**src/rtl/dmrs_hop_sched_if.sv**
```systemverilog
// Bundle of request, gold-generator and sequence-generator signals for the
// DMRS hopping scheduler. The slave side is the scheduler itself.
interface dmrs_hop_sched_if;
  // slot request
  logic        start;
  logic [3:0]  n_slot;
  logic [9:0]  n_id;
  logic [1:0]  hop_mode;
  logic [13:0] dmrs_sym_map;
  // gold sequence generator
  logic        gold_rdy;
  logic        gold_bit;
  logic        gold_load;
  logic [30:0] gold_cinit;
  logic        gold_adv;
  // DMRS sequence generator
  logic [7:0]  cap_bits;
  logic        cap_valid;
  logic        seq_start;
  logic        seq_done;
  // status
  logic [3:0]  sym_idx;
  logic        busy;
  logic        done;

  modport slave (
    input  start, n_slot, n_id, hop_mode, dmrs_sym_map, gold_rdy, gold_bit, seq_done,
    output gold_load, gold_cinit, gold_adv, cap_bits, cap_valid, seq_start, sym_idx, busy, done
  );

  modport master (
    output start, n_slot, n_id, hop_mode, dmrs_sym_map, gold_rdy, gold_bit, seq_done,
    input  gold_load, gold_cinit, gold_adv, cap_bits, cap_valid, seq_start, sym_idx, busy, done
  );
endinterface

```
**src/rtl/dmrs_hop_sched.sv**
```systemverilog
// Per-slot DMRS group/sequence hopping scheduler: loads the gold generator
// once, walks its stream forward to each DMRS symbol's hopping bits, captures
// them and hands them to the DMRS sequence generator one symbol at a time.
module dmrs_hop_sched #(
  parameter int N_SYMB_SLOT = 14,
  parameter int CNT_W       = 11,
  parameter int CINIT_W     = 31
) (
  input logic          clk,
  input logic          reset,
  dmrs_hop_sched_if.slave hs
);

  typedef enum logic [3:0] {
    IDLE, LOAD, WARM, SEEK, CAPT, ISSUE, WAIT, NEXT, DONE
  } state_t;

  state_t                 state_q;
  logic [3:0]             n_slot_q;
  logic [1:0]             mode_q;
  logic [N_SYMB_SLOT-1:0] map_q;
  logic [3:0]             l_q;
  logic [CNT_W-1:0]       bit_cnt_q;
  logic [2:0]             k_q;
  logic                   warm_first_q;
  logic                   gold_load_q;
  logic [CINIT_W-1:0]     gold_cinit_q;
  logic [7:0]             cap_bits_q;
  logic                   cap_valid_q;
  logic                   seq_start_q;
  logic [3:0]             sym_idx_q;
  logic                   busy_q;
  logic                   done_q;

  logic [3:0]             first_l;
  logic                   first_found;
  logic [3:0]             next_l;
  logic                   next_found;
  logic [9:0]             nid_div30;
  logic [CINIT_W-1:0]     cinit_sel;
  logic [1:0]             mode_in;
  logic [CNT_W-1:0]       sym_lin;
  logic [CNT_W-1:0]       base;
  logic                   seek_step;
  logic                   cap_last;

  // Mode 3 behaves exactly like "no hopping".
  assign mode_in   = (hs.hop_mode == 2'd3) ? 2'd0 : hs.hop_mode;
  assign nid_div30 = hs.n_id / 10'd30;

  // Group hopping seeds with floor(n_id/30), sequence hopping with n_id itself.
  always_comb begin
    cinit_sel = '0;
    if (mode_in == 2'd1)      cinit_sel = CINIT_W'(nid_div30);
    else if (mode_in == 2'd2) cinit_sel = CINIT_W'(hs.n_id);
  end

  // Priority search: lowest set bit of the incoming map, and lowest latched bit above l.
  always_comb begin
    first_l     = '0;
    first_found = 1'b0;
    next_l      = '0;
    next_found  = 1'b0;
    for (int i = N_SYMB_SLOT - 1; i >= 0; i--) begin
      if (hs.dmrs_sym_map[i]) begin
        first_l     = 4'(i);
        first_found = 1'b1;
      end
      if (map_q[i] && (4'(i) > l_q)) begin
        next_l     = 4'(i);
        next_found = 1'b1;
      end
    end
  end

  // Gold bit index of the first hopping bit for symbol l: 8 bits per symbol in
  // group hopping, one bit per symbol in sequence hopping.
  assign sym_lin   = CNT_W'(N_SYMB_SLOT) * CNT_W'(n_slot_q) + CNT_W'(l_q);
  assign base      = (mode_q == 2'd1) ? {sym_lin[CNT_W-4:0], 3'b000} : sym_lin;
  assign seek_step = (state_q == SEEK) && (bit_cnt_q < base) && hs.gold_rdy;
  assign cap_last  = (mode_q == 2'd1) ? (k_q == 3'd7) : 1'b1;

  // The advance strobe must follow gold_rdy in the same cycle, so it is decoded, not registered.
  assign hs.gold_adv   = seek_step || ((state_q == CAPT) && hs.gold_rdy);
  assign hs.gold_load  = gold_load_q;
  assign hs.gold_cinit = gold_cinit_q;
  assign hs.cap_bits   = cap_bits_q;
  assign hs.cap_valid  = cap_valid_q;
  assign hs.seq_start  = seq_start_q;
  assign hs.sym_idx    = sym_idx_q;
  assign hs.busy       = busy_q;
  assign hs.done       = done_q;

  // Slot FSM; strobes are set on the transition into the state that owns them.
  always_ff @(posedge clk or posedge reset) begin
    if (reset) begin
      state_q      <= IDLE;
      n_slot_q     <= '0;
      mode_q       <= '0;
      map_q        <= '0;
      l_q          <= '0;
      bit_cnt_q    <= '0;
      k_q          <= '0;
      warm_first_q <= 1'b0;
      gold_load_q  <= 1'b0;
      gold_cinit_q <= '0;
      cap_bits_q   <= '0;
      cap_valid_q  <= 1'b0;
      seq_start_q  <= 1'b0;
      sym_idx_q    <= '0;
      busy_q       <= 1'b0;
      done_q       <= 1'b0;
    end else begin
      gold_load_q <= 1'b0;
      cap_valid_q <= 1'b0;
      seq_start_q <= 1'b0;
      done_q      <= 1'b0;
      case (state_q)
        IDLE: begin
          if (hs.start) begin
            n_slot_q     <= hs.n_slot;
            map_q        <= hs.dmrs_sym_map;
            mode_q       <= mode_in;
            l_q          <= first_l;
            gold_cinit_q <= cinit_sel;
            busy_q       <= 1'b1;
            if (!first_found) begin
              state_q <= DONE;
              done_q  <= 1'b1;
            end else if (mode_in == 2'd0) begin
              state_q     <= ISSUE;
              cap_valid_q <= 1'b1;
              seq_start_q <= 1'b1;
              sym_idx_q   <= first_l;
              cap_bits_q  <= '0;
            end else begin
              state_q     <= LOAD;
              gold_load_q <= 1'b1;
            end
          end
        end
        LOAD: begin
          bit_cnt_q    <= '0;
          warm_first_q <= 1'b1;
          state_q      <= WARM;
        end
        WARM: begin
          // gold_rdy may still reflect the previous seed in the first cycle
          warm_first_q <= 1'b0;
          if (!warm_first_q && hs.gold_rdy) state_q <= SEEK;
        end
        SEEK: begin
          if (bit_cnt_q == base) begin
            state_q <= CAPT;
            k_q     <= '0;
          end else if (seek_step) begin
            bit_cnt_q <= bit_cnt_q + 1'b1;
          end
        end
        CAPT: begin
          if (hs.gold_rdy) begin
            if (mode_q == 2'd2) cap_bits_q <= {7'b0, hs.gold_bit};
            else                cap_bits_q[k_q] <= hs.gold_bit;
            bit_cnt_q <= bit_cnt_q + 1'b1;
            k_q       <= k_q + 3'd1;
            if (cap_last) begin
              state_q     <= ISSUE;
              cap_valid_q <= 1'b1;
              seq_start_q <= 1'b1;
              sym_idx_q   <= l_q;
            end
          end
        end
        ISSUE: state_q <= WAIT;
        WAIT: begin
          if (hs.seq_done) state_q <= NEXT;
        end
        NEXT: begin
          if (!next_found) begin
            state_q <= DONE;
            done_q  <= 1'b1;
          end else begin
            l_q <= next_l;
            if (mode_q == 2'd0) begin
              state_q     <= ISSUE;
              cap_valid_q <= 1'b1;
              seq_start_q <= 1'b1;
              sym_idx_q   <= next_l;
              cap_bits_q  <= '0;
            end else begin
              state_q <= SEEK;
            end
          end
        end
        DONE: begin
          state_q <= IDLE;
          busy_q  <= 1'b0;
        end
        default: state_q <= IDLE;
      endcase
    end
  end

endmodule

```
**src/flat_wrapper.sv**
```systemverilog
// flat-port wrapper written by rule: the top's interface ports become plain ports
module dmrs_hop_sched_flat 
#(
  parameter int N_SYMB_SLOT = 14,
  parameter int CNT_W       = 11,
  parameter int CINIT_W     = 31
)
  (clk, reset, hs_start, hs_n_slot, hs_n_id, hs_hop_mode, hs_dmrs_sym_map, hs_gold_rdy, hs_gold_bit, hs_seq_done, hs_gold_load, hs_gold_cinit, hs_gold_adv, hs_cap_bits, hs_cap_valid, hs_seq_start, hs_sym_idx, hs_busy, hs_done);
  dmrs_hop_sched_if hs_i ();
  input logic clk;
  input logic reset;
  input wire logic [$bits(hs_i.start)-1:0] hs_start;
  input wire logic [$bits(hs_i.n_slot)-1:0] hs_n_slot;
  input wire logic [$bits(hs_i.n_id)-1:0] hs_n_id;
  input wire logic [$bits(hs_i.hop_mode)-1:0] hs_hop_mode;
  input wire logic [$bits(hs_i.dmrs_sym_map)-1:0] hs_dmrs_sym_map;
  input wire logic [$bits(hs_i.gold_rdy)-1:0] hs_gold_rdy;
  input wire logic [$bits(hs_i.gold_bit)-1:0] hs_gold_bit;
  input wire logic [$bits(hs_i.seq_done)-1:0] hs_seq_done;
  output wire logic [$bits(hs_i.gold_load)-1:0] hs_gold_load;
  output wire logic [$bits(hs_i.gold_cinit)-1:0] hs_gold_cinit;
  output wire logic [$bits(hs_i.gold_adv)-1:0] hs_gold_adv;
  output wire logic [$bits(hs_i.cap_bits)-1:0] hs_cap_bits;
  output wire logic [$bits(hs_i.cap_valid)-1:0] hs_cap_valid;
  output wire logic [$bits(hs_i.seq_start)-1:0] hs_seq_start;
  output wire logic [$bits(hs_i.sym_idx)-1:0] hs_sym_idx;
  output wire logic [$bits(hs_i.busy)-1:0] hs_busy;
  output wire logic [$bits(hs_i.done)-1:0] hs_done;
  assign hs_i.start = hs_start;
  assign hs_i.n_slot = hs_n_slot;
  assign hs_i.n_id = hs_n_id;
  assign hs_i.hop_mode = hs_hop_mode;
  assign hs_i.dmrs_sym_map = hs_dmrs_sym_map;
  assign hs_i.gold_rdy = hs_gold_rdy;
  assign hs_i.gold_bit = hs_gold_bit;
  assign hs_i.seq_done = hs_seq_done;
  assign hs_gold_load = hs_i.gold_load;
  assign hs_gold_cinit = hs_i.gold_cinit;
  assign hs_gold_adv = hs_i.gold_adv;
  assign hs_cap_bits = hs_i.cap_bits;
  assign hs_cap_valid = hs_i.cap_valid;
  assign hs_seq_start = hs_i.seq_start;
  assign hs_sym_idx = hs_i.sym_idx;
  assign hs_busy = hs_i.busy;
  assign hs_done = hs_i.done;
  dmrs_hop_sched #(.N_SYMB_SLOT(N_SYMB_SLOT), .CNT_W(CNT_W), .CINIT_W(CINIT_W)) u_core (.clk(clk), .reset(reset), .hs(hs_i));
endmodule
```
**config.mk**
```make
export PLATFORM = sky130hd
export DESIGN_NAME = dmrs_hop_sched_flat
export DESIGN_NICKNAME = d
export VERILOG_FILES = /design/src/rtl/dmrs_hop_sched_if.sv /design/src/rtl/dmrs_hop_sched.sv /design/src/flat_wrapper.sv
export SDC_FILE = /design/constraint.sdc
export NUM_CORES = 1
export LEC_CHECK = 0
export ABC_AREA = 1
export BUFFER_PORTS_ARGS = -buffer_cell sky130_fd_sc_hd__buf_2
export CAP_MARGIN = 20
export CELL_PAD_IN_SITES_DETAIL_PLACEMENT = 1
export CELL_PAD_IN_SITES_GLOBAL_PLACEMENT = 1
export CORE_MARGIN = 1.5
export CORE_UTILIZATION = 45
export DETAILED_ROUTE_END_ITERATION = 16
export GPL_TIMING_DRIVEN = 0
export PLACE_DENSITY_LB_ADDON = 0.1
export SYNTH_ARGS = -nofsm -noshare
export SYNTH_HDL_FRONTEND = slang
export SYNTH_SLANG_ARGS = --single-unit
export TNS_END_PERCENT = 5
```
**constraint.sdc**
```tcl
create_clock -name clk -period 7.63 [get_ports clk]
set_input_delay 0.3815 -clock clk [delete_from_list [all_inputs] [get_ports clk]]
set_output_delay 0.3815 -clock clk [all_outputs]
set_load 0.01 [all_outputs]
```
==> summary.txt, run 1 <==
Timing
  • Worst setup margin: 2.55 ns
  • Fin Clk Skew: 0.00624 ns
  • Hold Vio Cnt, Final: 0
  • Slew at the pin closest to its max-slew limit: 0.881 ns
  • RSZ-0062 raised after global routing: no
  • Endpoints failing setup: 0
  • TNS Setup: 0 ns
  • Tmin final: 5.08 ns
  • Fmax: 0.197 GHz
  • Tcrit/Tclk final: 0.666
  • Slew headroom: 0.413
  • Worst hold slack: 0.226 ns
  • Max Slew Vio Count: 0

Clock tree
  • Clock Latency Late Sink: 0.33 ns
  • Clk root buf: clkbuf_16
  • Post-cts gate resize count: 0
  • Post-CTS setup buffer count: 0
  • CTS Hold Bufs: 0
  • Clock Sink Count: 68
  • Clock transition at path regs: 0.06 ns
  • CTS tree: yes
  • Max H-tree Level: 3
  • Clk buf depth: 2
  • Num CTS Buffers: 9

Final layout
  • Nets: 844
  • Layout cells sized above 1: 0.201
  • Most common cell after layout, fill and taps aside: nand2_1
  • Most frequent cells in the layout: nand2_1 (133), inv_1 (93), dfrtp_1 (68), o21ai_0 (64), buf_2 (61)
  • Design Area, Final: 5960 sq um
  • # diodes: 0
  • Area growth syn-to-layout: 16.3%

Global route
  • Initial antenna violation count: 0
  • Vias in the first global route: 5,144
  • Grt ovf: 0
  • Pin count of the biggest net entering global routing: 69
  • First-pass GRT wire length: 24.1 mm
  • Total Routing Usage GR: 0.257

Worst setup path
  • Crit path required time: 7.85 ns
  • R2R depth: 23
  • Crit. path cell count: 23
  • Critical Path AT: 5.30 ns
  • CP Launch Type: register
  • Slowest cell on crit path: fa_1
  • Cell family contributing the most delay on the critical path: simple AND/OR/NAND/NOR gates
  • Critical Path Sink Type: register
  • CP bufs+invs: 1
  • Most used cell, CP: nand2_1
  • Crit-path cells: fa_1, ha_1, fa_1, nand2_1, o21ai_0, nand3_1, xnor2_1, or2_2, ha_1, nand2_1, nor2_1, nand3_1, o2111ai_1, o21ai_0, nand2_1, nor2_2, inv_2, nor3_4, nand3_2, nor3_2, nand3_1, nand2_1, a21oi_1
  • Max FO, Critical Path: 7
  • CP Class: reg2reg
  • Max incr delay on CP: 0.55 ns

Drt
  • Routed wire per std cell: 15.7 um
  • Antenna Nets Post-Route: 0
  • DRT Wirelength: 14.4 mm
  • Vias: 4,879
  • Post-route DRC: 0
  • Top layer in use: met4
  • DR WL met3: 475 um
  • Vias per cell: 5.30
  • WL met2: 7.43 mm
  • DRT iter0 DRCs: 156
  • Drt pass-1 iters: 4
  • Wl on met1: 6.30 mm

Place
  • Routability cong.: 0.855
  • Detailed Place HPWL: 11.4 mm
  • I/O Buffers: 61
  • Post-Place Setup Slack: 2.59 ns
  • Dpl cell area: 5680 sq um

Synth
  • Synth Instances: 685
  • Synth warn: 0
  • Syn_area_per_cell: 7.48 sq um
  • Synth Flop Type: dfrtp_1
  • Post-synthesis cell area: 5120 sq um
  • Sequential-to-total area share from yosys stat: 0.332
  • Synth unique cells: 56
  • Post-synth EDFFs: 0
  • FF+latch count, synth: 68
  • Post-synth ARST share: 1.00

Pwr
  • Max IR drop VDD: 319 uV
  • Pwr Density: 423 nW/um^2
  • Leakage: 3.07 nW

Min path
  • Hold Path Class: in2async

Outcome
  • Outcome: complete, no violations

Die
  • Core ar.: 11,000 sq um
  • Row count: 38
  • Die width: 110 um
  • Starting Density: 0.467
  • I/O pins: 85
  • Chip Height: 110 um
  • Die area: 12,000 sq um

Run
  • Max cap viols: 0
==> worst register-to-register path, stage by stage, from the launching register on <==
cell,delay [ns]
dfrtp_1,0.48
fa_1,0.47
ha_1,0.24
fa_1,0.55
nand2_1,0.06
o21ai_0,0.28
nand3_1,0.14
xnor2_1,0.18
or2_2,0.29
ha_1,0.31
nand2_1,0.12
nor2_1,0.08
nand3_1,0.08
o2111ai_1,0.17
o21ai_0,0.24
nand2_1,0.10
nor2_2,0.28
inv_2,0.13
nor3_4,0.19
nand3_2,0.16
nor3_2,0.22
nand3_1,0.11
nand2_1,0.07
a21oi_1,0.04
==> registers in the layout, summed over array words and instances, names as in the netlist <==
register,count
u_core.hs.done,1
u_core.hs.busy,1
u_core.warm_first_q,1
u_core.l_q,4
u_core.hs.cap_bits,8
u_core.hs.gold_load,1
u_core.map_q,13
u_core.hs.gold_cinit,10
u_core.hs.sym_idx,4
u_core.hs.cap_valid,1
u_core.n_slot_q,4
u_core.state_q,4
u_core.mode_q,2
u_core.k_q,3
u_core.bit_cnt_q,11
==> kinds of logic after synthesis <==
logic type / Yosys count / share of synthesized area
compound gates: 135 / 0.162
xor+xnor: 7 / 0.0120
fa+ha+maj: 31 / 0.0830
buf+inv: 134 / 0.116
flops: 68 / 0.332
mux: 2 / 0.00415
other cells: 1 / 0.000732
simple gates: 307 / 0.291
==> path summary, 6_finish.rpt <==
kind,startpoint,endpoint,slack (ns)
worst max register to register,u_core.n_slot_q[2],u_core.bit_cnt_q[10],2.55
worst min-delay path,reset,u_core.hs.cap_bits[6],0.23
worst max-delay path,u_core.n_slot_q[2],u_core.bit_cnt_q[10],2.55
max in group asynchronous,reset,u_core.map_q[1],6.81
min in group clk,hs_n_slot[3],u_core.n_slot_q[3],0.25
worst min register to register,u_core.hs.gold_cinit[6],u_core.hs.gold_cinit[6],0.48
==> cell type report <==
type | count | area (sq um)
clock inverters | 1 | 7.51
fillers | 1476 | 5020
well taps | 140 | 175
plain buffers | 30 | 203
multi-input cells | 503 | 2900
flip-flops and latches | 68 | 1700
repair buffers | 61 | 305
clock buffers | 13 | 270
inverters | 104 | 393
==> synth_stat cells (2+ instances only) <==
cell        n  area share
nand3_2     2      0.0039
o31ai_1     3      0.0044
nor3b_1     4      0.0059
dfrtp_1    68        0.33
xor2_1      4      0.0068
xnor2_1     3      0.0051
inv_1      94       0.069
fa_1        5       0.020
o21ai_1     5      0.0049
nor4_1      4      0.0049
nand4_1    11       0.013
o211ai_1    8       0.012
o21ai_0    64       0.063
nor3_2      4      0.0078
nand2_1   133       0.097
inv_2      10      0.0073
nand3_1    37       0.036
ha_1       26       0.063
nor3_1     23       0.022
o221ai_1    2      0.0034
a21oi_1    25       0.024
nor2_1     52       0.038
nand2_2    12       0.015
a32o_1      3      0.0059
clkbuf_1    6      0.0044
a22oi_1     2      0.0029
nand2_4     3      0.0066
a31oi_1     5      0.0061
a41oi_1     2      0.0034
nor2_4      5       0.011
buf_4      24       0.035
or2_2       3      0.0037
nor2_2      9       0.011
o21ai_2     2      0.0034
==> per-layer routing <==
metal / vias to the layer above / track usage
li1: 2418 / -
met1: 2356 / 0.307
met2: 83 / 0.469
met3: 22 / 0.0385
met4: 0 / 0.0807
met5: - / 0
==> metrics by stage <==
stage	power, mW	cells	utilization
after floorplan	1.70	705	-
after global placement	2.02	906	0.517
after detailed placement	2.12	906	0.517
after CTS	2.53	920	0.543
after global routing	2.77	920	0.543
final	2.52	920	0.543
==> power breakdown <==
group	switching [mW]	internal [mW]	total [mW]
clock network	0.147	0.243	0.390
logic	0.977	0.545	1.52
registers	0.117	0.492	0.608
total	1.24	1.28	2.52
(Power assumes the default switching activity.)
==> inputs of run 2 (changes only) <==
Settings changed: ABC_AREA 1 to 0, CORE_UTILIZATION 45 to 39.
Clock period 7.63 ns to 4.2 ns, I/O delays scaled along.
==> summary.txt, run 2 <==
Timing
  • Fin Clk Skew: 0.00395 ns (-0.00229 ns)
  • TNS Setup: 0 ns (unchanged)
  • Hold Vio Cnt, Final: 0 (unchanged)
  • Slew headroom: 0.410 (-0.00250)
  • Tcrit/Tclk final: 0.977
  • Endpoints failing setup: 0 (unchanged)
  • Tmin final: 4.10 ns
  • Worst setup margin: 0.0980 ns (-2.45 ns)
  • RSZ-0062 raised after global routing: yes
  • Fmax: 0.244 GHz
  • Worst hold slack: 0.0438 ns (-0.182 ns)
  • Slew at the pin closest to its max-slew limit: 0.885 ns (+0.00374 ns)
  • Max Slew Vio Count: 0 (unchanged)

Drt
  • Vias: 4,643 (-4.8%)
  • Drt pass-1 iters: 4 (unchanged)
  • Routed wire per std cell: 17.5 um (+12%)
  • Antenna Nets Post-Route: 0 (unchanged)
  • DRT Wirelength: 14.8 mm (+2.6%)
  • Vias per cell: 5.49 (+3.5%)
  • DRT iter0 DRCs: 209 (+34%)
  • Post-route DRC: 0 (unchanged)

Synth
  • Synth Flop Type: dfrtp_1
  • Area leader, netlist: dfrtp_1
  • FF+latch count, synth: 68 (unchanged)
  • Synth area leaders: dfrtp_1 (33%), ha_1 (6.4%), o21ai_0 (4.9%)
  • Yosys top cell area share: 0.334 (+0.00196)
  • Post-synth ARST share: 1.00 (unchanged)
  • Synth Instances: 571 (-17%)
  • Largest family of logic cells by synthesized area: compound AO/OA/AOI/OAI gates
  • Synth warn: 0 (unchanged)
  • Post-synth EDFFs: 0 (unchanged)
  • Post-synthesis cell area: 5090 sq um (-0.59%)
  • XOR/XNOR share of the synthesized area: 0.0189 (+0.00695)
  • Sequential-to-total area share from yosys stat: 0.334 (+0.00196)
  • Synth Area in Adders: 0.0874 (+0.00442)
  • Top post-synthesis cells by count: dfrtp_1 (68), nand2_1 (59), o21ai_0 (50), nor2_1 (35), a21oi_1 (31)
  • Top-count cell post-synth: dfrtp_1
  • Synth unique cells: 73 (+30%)
  • Mux share of post-synthesis cell area: 0.0648 (+0.0607)
  • Simple-Gate Fraction of Synth Area: 0.196 (-0.0948)
  • Synth Area in Compound Gates: 0.225 (+0.0638)
  • Syn_area_per_cell: 8.92 sq um (+19%)

Worst setup path
  • CP Class: reg2out
  • Cell family contributing the most delay on the critical path: adder cells
  • Most used cell, CP: ha_2
  • Max FO, Critical Path: 5 (-2)
  • CP Launch Type: register
  • Crit path required time: 3.99 ns (-3.86 ns)
  • CP bufs+invs: 1 (unchanged)
  • Crit-path cells: fa_1, ha_2, fa_2, nand2_1, nor2_2, xor2_1, mux2i_1, ha_2, a211o_1, a21oi_1, a221o_1, nand2_2, o21ai_2, buf_2
  • Critical Path Sink Type: output port
  • Max incr delay on CP: 0.59 ns (+0.04 ns)
  • Critical Path AT: 3.89 ns (-1.41 ns)
  • Slowest cell on crit path: fa_2

Place
  • Post-Place Setup Slack: -0.290 ns (-2.88 ns)
  • Routability cong.: 0.922 (+7.8%)
  • I/O Buffers: 60 (-1.6%)
  • Detailed Place HPWL: 11.0 mm (-3.6%)
  • Dpl cell area: 5690 sq um (about the same)

Die
  • Die width: 117 um (+6.9%)
  • Starting Density: 0.402 (-0.0645)
  • Row count: 41 (+7.9%)
  • Chip Height: 117 um (+6.9%)
  • Core ar.: 12,700 sq um (+15%)
  • I/O pins: 85 (unchanged)
  • Die area: 13,800 sq um (+14%)

Clock tree
  • Max H-tree Level: 3 (unchanged)
  • Clock transition at path regs: 0.06 ns (about the same)
  • CTS tree: yes
  • Clock Sink Count: 68 (unchanged)
  • Num CTS Buffers: 9 (unchanged)
  • Clk buf depth: 2 (unchanged)
  • Clock Latency Late Sink: 0.34 ns (about the same)
  • CTS Hold Bufs: 0 (unchanged)
  • Clk root buf: clkbuf_16

Final layout
  • Fill cell total of the finished layout: 1,530 (+3.7%)
  • Area growth syn-to-layout: 20.6%
  • Max reg flops: 13 (unchanged)
  • Layout cells sized above 1: 0.251 (+0.0495)
  • Most common cell after layout, fill and taps aside: buf_2
  • Most frequent cells in the layout: buf_2 (70), dfrtp_1 (66), nand2_1 (58), o21ai_0 (47), nor2_1 (34)
  • Design Area, Final: 6140 sq um (+3.0%)
  • Top reg by flops: u_core.map_q
  • # diodes: 0 (unchanged)
  • Nets: 737 (-13%)

Pwr
  • Leakage: 2.84 nW (-7.5%)
  • Pwr Density: 777 nW/um^2 (+84%)
  • Total power: 4.77 mW (+89%)
  • Max IR drop VDD: 317 uV (-0.36%)

Global route
  • Initial antenna violation count: 0 (unchanged)
  • First-pass GRT wire length: 23.7 mm (-1.5%)
  • Grt ovf: 0 (unchanged)
  • Total Routing Usage GR: 0.224 (-0.0332)
  • Vias in the first global route: 4,731 (-8.0%)
  • Pin count of the biggest net entering global routing: 69 (unchanged)

Min path
  • Hold Path Class: in2async

Outcome
  • Outcome: complete, no violations

Run
  • Max cap viols: 0 (unchanged)
==> run 2: cell types whose count changed after synthesis, sizes merged, moves of 13 or more <==
cell	previous run	this run
nor3	28	15
nand2	148	59
nand3	40	10
inv	104	20
o21ai	71	51
nor2	67	36
nand2b	0	13
buf	24	40
mux2	1	20
==> run 2: path summary, 6_finish.rpt <==
check,startpoint,to,slack [ns],cells after the start
hold reg to reg,u_core.hs.gold_cinit[8],u_core.hs.gold_cinit[8],0.48,2
min in group clk,hs_n_slot[2],u_core.n_slot_q[2],0.10,2
hold / removal,reset,u_core.n_slot_q[2],0.04,2
max in group asynchronous,reset,u_core.n_slot_q[1],3.56,2
setup / recovery,u_core.n_slot_q[1],hs_gold_adv,0.1,14
setup reg to reg,u_core.n_slot_q[1],u_core.bit_cnt_q[9],0.14,14
==> run 2: power breakdown <==
group	internal (mW)	switching, mW	leakage (nW)	total (mW)
sequential	0.883	0.244	0.880	1.13
combinational	1.25	1.63	1.82	2.88
clock	0.472	0.290	0.140	0.762
total	2.61	2.16	2.84	4.77
==> run 2: per-layer routing <==
metal / vias to the layer above / wire [um] / GRT usage
li1: 2253 / - / -
met1: 2288 / 6650 / 0.274
met2: 83 / 7380 / 0.398
met3: 19 / 579 / 0.0489
met4: 0 / 194 / 0.0586
met5: - / 0 / 0
==> run 2: logic make-up after synthesis <==
family	after synthesis
adders and majority gates	33
AOI/OAI and AO/OA	172
muxes	29
xor gates and xnor gates	11
DFF	68
buffers and inverters	70
and+or+nand+nor	187
other	1
==> run 2: area by class of cell <==
| cell class | instances | area, sq um | share of cell area |
|---|---|---|---|
| clock inverter | 2 | 35.0 | 0.00570 |
| buffer | 50 | 302 | 0.0491 |
| tap | 172 | 215 | 0.0350 |
| clock buffer | 13 | 250 | 0.0407 |
| timing repair buffer | 67 | 353 | 0.0575 |
| sequential | 68 | 1700 | 0.278 |
| multi-input combinational | 454 | 3200 | 0.522 |
| inverter | 20 | 77.6 | 0.0126 |
==> run 2: stage by stage <==
| stage | utilization | std cells |
|---|---|---|
| 4_1_cts | 0.474 | 839 |
| 2_1_floorplan | - | 591 |
| 3_5_place_dp | 0.449 | 823 |
| 6_report | 0.485 | 846 |
| 3_3_place_gp | 0.449 | 823 |
| 5_1_grt | 0.485 | 846 |
==> run 2: timing repair <==
action,CTS,global route
gates cloned,0,1
endpoints found under the setup margin,12,15
pin swaps,2,15
resized for setup,9,19
setup buffers,1,6
